**src/rtl/mem_arbiter.sv**
```systemverilog
// -----------------------------------------------------------------------------
// mem_arbiter
//
// Shares the single-port data RAM between the CPU memory path and the UART
// loader / DMA engine. Each access runs through a fixed sequence:
//   IDLE (arbitrate) -> ACC (one RAM strobe) -> WAIT (capture) -> IDLE (+ack)
//
// Request/acknowledge handshake (both ports):
//   A requester raises req together with we/addr/wdata and holds all four
//   stable until it samples ack high. ack is a single-cycle registered pulse,
//   high in the first IDLE cycle after WAIT. In that cycle the acked port's
//   req is ignored, because the requester only drops or reissues req after it
//   has seen ack. The other port may be granted in the ack cycle, so two
//   busy requesters alternate access by access.
//
// Contention is resolved round-robin: on a tie the port that did not own the
// previous access wins. CPU requests are ignored while hlt is high; an access
// already granted to the CPU finishes normally.
//
// Ports:
//   clk, reset            clock, asynchronous active-low reset
//   hlt                   CPU halted; masks cpu_req from arbitration
//   cpu_req/we/addr/wdata CPU request, held stable until cpu_ack
//   cpu_ack, cpu_rdata    completion pulse, registered read data (held)
//   dma_req/we/addr/wdata DMA request, held stable until dma_ack
//   dma_ack, dma_rdata    completion pulse, registered read data (held)
//   ram_addr/wdata        RAM address / write data, driven only in ACC
//   ram_we, ram_re        single-cycle RAM strobes in ACC
//   ram_rdata             synchronous RAM read data, valid the cycle after ram_re
//   owner                 00 none, 01 CPU, 10 DMA (ACC and WAIT only)
//   busy                  high in ACC and WAIT
//   dbg_state             current FSM state (00 IDLE, 01 ACC, 10 WAIT)
// -----------------------------------------------------------------------------
module mem_arbiter #(
  parameter int AW = 16,
  parameter int DW = 16
) (
  input  logic          clk,
  input  logic          reset,
  input  logic          hlt,

  input  logic          cpu_req,
  input  logic          cpu_we,
  input  logic [AW-1:0] cpu_addr,
  input  logic [DW-1:0] cpu_wdata,
  output logic          cpu_ack,
  output logic [DW-1:0] cpu_rdata,

  input  logic          dma_req,
  input  logic          dma_we,
  input  logic [AW-1:0] dma_addr,
  input  logic [DW-1:0] dma_wdata,
  output logic          dma_ack,
  output logic [DW-1:0] dma_rdata,

  output logic [AW-1:0] ram_addr,
  output logic [DW-1:0] ram_wdata,
  output logic          ram_we,
  output logic          ram_re,
  input  logic [DW-1:0] ram_rdata,

  output logic [1:0]    owner,
  output logic          busy,
  output logic [1:0]    dbg_state
);

  typedef enum logic [1:0] {
    ST_IDLE = 2'b00,
    ST_ACC  = 2'b01,
    ST_WAIT = 2'b10
  } state_t;

  localparam logic [1:0] OWN_NONE = 2'b00;
  localparam logic [1:0] OWN_CPU  = 2'b01;
  localparam logic [1:0] OWN_DMA  = 2'b10;

  state_t state;
  logic   grant_dma;  // owner of the access in ACC/WAIT: 1 = DMA, 0 = CPU
  logic   acc_we;     // direction latched at grant; port changes are ignored
  logic   last_dma;   // owner of the most recently completed access

  logic   cpu_elig;
  logic   dma_elig;
  logic   pick_dma;

  // The ack flop is high exactly in the ack cycle, so it doubles as the
  // "acked this cycle" mask for the port's own request.
  assign cpu_elig = cpu_req & ~hlt & ~cpu_ack;
  assign dma_elig = dma_req & ~dma_ack;

  // DMA wins when it is the only eligible port, or on a tie when the CPU
  // owned the previous access.
  assign pick_dma = dma_elig & (~cpu_elig | ~last_dma);

  // ---------------------------------------------------------------------------
  // Sequencer: state, grant, latched direction, round-robin pointer, ack
  // pulses and read-data registers.
  // ---------------------------------------------------------------------------
  always_ff @(posedge clk or negedge reset) begin
    if (!reset) begin
      state     <= ST_IDLE;
      grant_dma <= 1'b0;
      acc_we    <= 1'b0;
      last_dma  <= 1'b1;  // CPU wins the first tie after reset
      cpu_ack   <= 1'b0;
      dma_ack   <= 1'b0;
      cpu_rdata <= '0;
      dma_rdata <= '0;
    end else begin
      cpu_ack <= 1'b0;
      dma_ack <= 1'b0;

      case (state)
        ST_IDLE: begin
          if (cpu_elig || dma_elig) begin
            grant_dma <= pick_dma;
            acc_we    <= pick_dma ? dma_we : cpu_we;
            state     <= ST_ACC;
          end
        end

        ST_ACC: begin
          state <= ST_WAIT;
        end

        ST_WAIT: begin
          // ram_rdata belongs to the strobe issued in ACC one cycle earlier.
          if (!acc_we) begin
            if (grant_dma) begin
              dma_rdata <= ram_rdata;
            end else begin
              cpu_rdata <= ram_rdata;
            end
          end
          if (grant_dma) begin
            dma_ack <= 1'b1;
          end else begin
            cpu_ack <= 1'b1;
          end
          last_dma <= grant_dma;
          state    <= ST_IDLE;
        end

        default: begin
          state <= ST_IDLE;
        end
      endcase
    end
  end

  // ---------------------------------------------------------------------------
  // Output decode. Address and write data come straight from the granted
  // port, which holds them stable until its ack; outside ACC the RAM bus is
  // parked at zero.
  // ---------------------------------------------------------------------------
  always_comb begin
    ram_addr  = '0;
    ram_wdata = '0;
    ram_we    = 1'b0;
    ram_re    = 1'b0;
    if (state == ST_ACC) begin
      ram_addr  = grant_dma ? dma_addr  : cpu_addr;
      ram_wdata = grant_dma ? dma_wdata : cpu_wdata;
      ram_we    = acc_we;
      ram_re    = ~acc_we;
    end
  end

  always_comb begin
    busy  = (state == ST_ACC) || (state == ST_WAIT);
    owner = OWN_NONE;
    if (busy) begin
      owner = grant_dma ? OWN_DMA : OWN_CPU;
    end
  end

  assign dbg_state = state;

  // ---------------------------------------------------------------------------
  // Structural invariants of the sequencer.
  // ---------------------------------------------------------------------------
  a_strobe_excl : assert property (@(posedge clk) disable iff (!reset)
    !(ram_we && ram_re));

  a_ack_excl : assert property (@(posedge clk) disable iff (!reset)
    !(cpu_ack && dma_ack));

  a_ack_in_idle : assert property (@(posedge clk) disable iff (!reset)
    (cpu_ack || dma_ack) |-> (state == ST_IDLE));

  a_acc_to_wait : assert property (@(posedge clk) disable iff (!reset)
    (state == ST_ACC) |=> (state == ST_WAIT));

  a_wait_to_idle : assert property (@(posedge clk) disable iff (!reset)
    (state == ST_WAIT) |=> (state == ST_IDLE));

endmodule

```
**config.mk**
```make
export PLATFORM = sky130hd
export DESIGN_NAME = mem_arbiter
export DESIGN_NICKNAME = d
export VERILOG_FILES = /design/src/rtl/mem_arbiter.sv
export SDC_FILE = /design/constraint.sdc
export NUM_CORES = 1
export LEC_CHECK = 0
export CAP_MARGIN = 20
export CORE_MARGIN = 10
export CORE_UTILIZATION = 31
export DETAILED_ROUTE_END_ITERATION = 6
export HOLD_SLACK_MARGIN = 0.06
export PLACE_DENSITY = 0.72
export SLEW_MARGIN = 10
export SYNTH_ARGS = -nofsm -noshare
export SYNTH_HDL_FRONTEND = slang
export SYNTH_SLANG_ARGS = --single-unit
```
**constraint.sdc**
```tcl
create_clock -name clk -period 1.55 [get_ports clk]
set_input_delay 0.2325 -clock clk [delete_from_list [all_inputs] [get_ports clk]]
set_output_delay 0.2325 -clock clk [all_outputs]
set_load 0.02 [all_outputs]
```
==> impl_metrics.tcl <==
set metrics [dict create \
    globalplace.congestion 0.716 \
    post_synth_main_area_contributors "sky130_fd_sc_hd__dfrtp_1, sky130_fd_sc_hd__mux2i_1, sky130_fd_sc_hd__mux2_2, sky130_fd_sc_hd__nor2b_1, sky130_fd_sc_hd__mux2_4" \
    synthCells 176 \
    tritoncts.num_buffers 5 \
    initial_utilization_pct 32.2 \
    clk_path_buf_depth 2 \
    dieArea_um2 10900 \
    die_width_um 104 \
    post_synthesis_sequential_element_count 39 \
    vias_in_the_first_global_route 2310 \
    core_util_final_pct 68.1 \
    wirelength_mm 8.34 \
    drtPass1Iterations 4 \
    vias_per_cell 4.58 \
    core_box_area_um2 6870 \
    hpwl_mm 6.45 \
    synthToLayoutAreaGrowth_pct 111 \
    via_count 2055 \
    fin_crit_sh_pct 110 \
    critPathLaunchType "flip-flop" \
    synth_nets 267 \
    regToRegEndpoint "cpu_rdata[13]" \
    drv.max_cap_violation_count 0 \
    initialDrtViolationCount 53 \
    floorplan.die.height_um 104 \
    antenna_found_initial 0 \
    dominantRegCellSynth "sky130_fd_sc_hd__dfrtp_1" \
    regToRegSetupSlack_ns -0.15 \
    clk_pin_slew_ns 0.09 \
    crit-reg2reg-launch "dbg_state[0]" \
    tritoncts "built" \
    final-hold-violation-count 0 \
    maxClockFrequency_ghz 0.589 \
    synth_largest_area_cell "sky130_fd_sc_hd__dfrtp_1" \
    drive_gt1_share_pct 44.5 \
    num_antenna_cells 0 \
    clock_sink_count 39 \
    clock_skew_ns 0.0138 \
    port_buffer_count 159 \
    path_max_fanout 9 \
    synth_cell_type_count 28 \
    synth.yosys.warnings 0 \
    setup_violations 58 \
    reg2reg_depth 7 \
    synth_area_per_cell_um2 12.6 \
    capturing_element_type_of_the_critical_path "flip-flop" \
    drc_errors 0 \
    ir_drop_mv 0.812 \
    ant_nets 0 \
    power.density_cell_area_nw_per_um2 1920 \
    slew_headroom_pct 73.6 \
    max_slew.worst_pin.slew_ns 0.391 \
    fin_worst_hold_slack_ns 0.384 \
    async_reset_ff_share_pct 100 \
    finalCriticalPeriod_ns 1.70 \
    syn_area_um2 2210 \
    criticalPathCategory "flip-flop to flip-flop" \
    rsz0062_at_grt "yes" \
    worstPathArrival_ns 1.87 \
    violations_in_the_final_reports "negative setup slack" \
    global_route_wire_length_before_repair_mm 12.8 \
    grt.total_usage_pct 14.5 \
    synth_enable_flop_cells 0 \
    timing.final.ws_setup_ns -0.148 \
    min_path_type "primary input to async pin" \
    clk-insertion-delay-late_ns 0.29 \
    row_count 30 \
    ys_seq_area_share_pct 44.2 \
    report.power.total_mw 8.98 \
    status "finished with violations" \
    grt_overflow 0 \
    nNetsFinal 443 \
    worst_ep_required_time_ns 1.73 \
    yosysTopAreaCellShare_pct 43.0 \
    cts_htree_levels 2 \
    cts_root_buffer "sky130_fd_sc_hd__clkbuf_8" \
    wl_per_cell_um 18.6 \
    maximum_number_of_pins_on_one_net_before_global_route_repair 25 \
    final_max_slew_viol_count 0 \
    placement.setup.worst_slack_ns -0.324 \
    p_leak_nw 2.12 \
    boundaryPins 160 \
]
## sequential cells by signal, indices dropped and copies added, names as in the netlist
register,cells
dbg_state,2
dma_ack,1
dma_rdata,16
grant_dma,1
acc_we,1
last_dma,1
cpu_ack,1
cpu_rdata,16
## worst max-delay path, cell delays in order, from the launching register on
cell,delay (ns)
sky130_fd_sc_hd__dfrtp_2,0.46
sky130_fd_sc_hd__inv_4,0.08
sky130_fd_sc_hd__buf_6,0.09
sky130_fd_sc_hd__ha_4,0.13
sky130_fd_sc_hd__nor2b_4,0.13
sky130_fd_sc_hd__nor2b_4,0.23
sky130_fd_sc_hd__buf_12,0.17
sky130_fd_sc_hd__mux2_4,0.30
## layout by cell type (no fill, tap or decap), types with 5 or more instances in the layout
cell type and n:
sky130_fd_sc_hd__buf_4 13, sky130_fd_sc_hd__buf_6 35, sky130_fd_sc_hd__clkdlybuf4s50_1 112, sky130_fd_sc_hd__buf_12 6, sky130_fd_sc_hd__nor2b_4 22, sky130_fd_sc_hd__dfrtp_1 35
sky130_fd_sc_hd__mux2i_2 7, sky130_fd_sc_hd__mux2i_1 24, sky130_fd_sc_hd__mux2_4 32, sky130_fd_sc_hd__nor2b_2 12, sky130_fd_sc_hd__dlymetal6s2s_1 6, sky130_fd_sc_hd__clkbuf_8 5
## timing repair
action	in CTS	in global routing
hold endpoints to repair	15	0
buffers inserted	1	1
pin swaps	1	4
hold buffers	1	0
endpoints found under the setup margin	73	76
gates resized for setup	251	33
gates cloned	2	1
## Yosys cell counts (2+ instances only)
master	count
sky130_fd_sc_hd__mux2i_1	32
sky130_fd_sc_hd__ha_1	4
sky130_fd_sc_hd__buf_6	2
sky130_fd_sc_hd__nor2b_1	34
sky130_fd_sc_hd__mux2_4	10
sky130_fd_sc_hd__nand2b_1	2
sky130_fd_sc_hd__mux2_2	24
sky130_fd_sc_hd__dfrtp_1	38
sky130_fd_sc_hd__clkbuf_1	3
sky130_fd_sc_hd__and2_1	3
sky130_fd_sc_hd__buf_2	4
sky130_fd_sc_hd__inv_1	4
## cell families after synthesis
kind of cell	count (synthesis)	synth area share (%)
AOI/OAI and AO/OA	6	1.92
buffers and inverters	15	4.13
adders and majority gates	4	2.26
muxes	66	33.5
DFF	39	44.2
and+or+nand+nor	46	14.0
## stage by stage
stage | setup TNS [ns] | area, µm² | cells
after global routing | -9.43 | 4670 | 449
after CTS | -6.53 | 4500 | 447
final | -5.73 | 4670 | 449
after detailed placement | -14.53 | 4160 | 435
after floorplan | -0.961 | 2350 | 176
after global placement | -12.81 | 4160 | 435
## report_power, final
group	internal (mW)	switching [mW]	total [mW]
Combinational	3.59	2.67	6.26
Sequential	1.54	0.325	1.86
Clock	0.480	0.380	0.859
## per-layer routing
metal,global-route usage (%),vias to the layer above,routed length (µm)
li1,-,964,-
met1,15.0,964,3150
met2,23.4,123,3860
met3,10.0,4,1270
met4,3.28,0,57
met5,0,-,0
## cell type report
type | instances | area (µm²)
Timing Repair Buffer | 180 | 1930
Multi-Input combinational cell | 122 | 1510
Sequential cell | 39 | 981
Clock inverter | 3 | 43.8
Tap cell | 96 | 120
Clock buffer | 5 | 68.8
Fill cell | 509 | 2190
Inverter | 4 | 17.5
## worst max-delay path by stage
stage                      start       endpoint  slack [ns]  cells past startpoint
floorplan           dbg_state[0]   cpu_rdata[0]       -0.07                      7
global placement    dbg_state[1]         ram_re       -0.29                      5
detailed placement  dbg_state[1]    ram_addr[7]       -0.32                      5
CTS                 dbg_state[1]       owner[1]       -0.15                      5
global route        dbg_state[1]    ram_addr[2]       -0.20                      5
finish              dbg_state[0]  cpu_rdata[13]       -0.15                      7
Note: power is estimated with default switching activity, not from simulation.
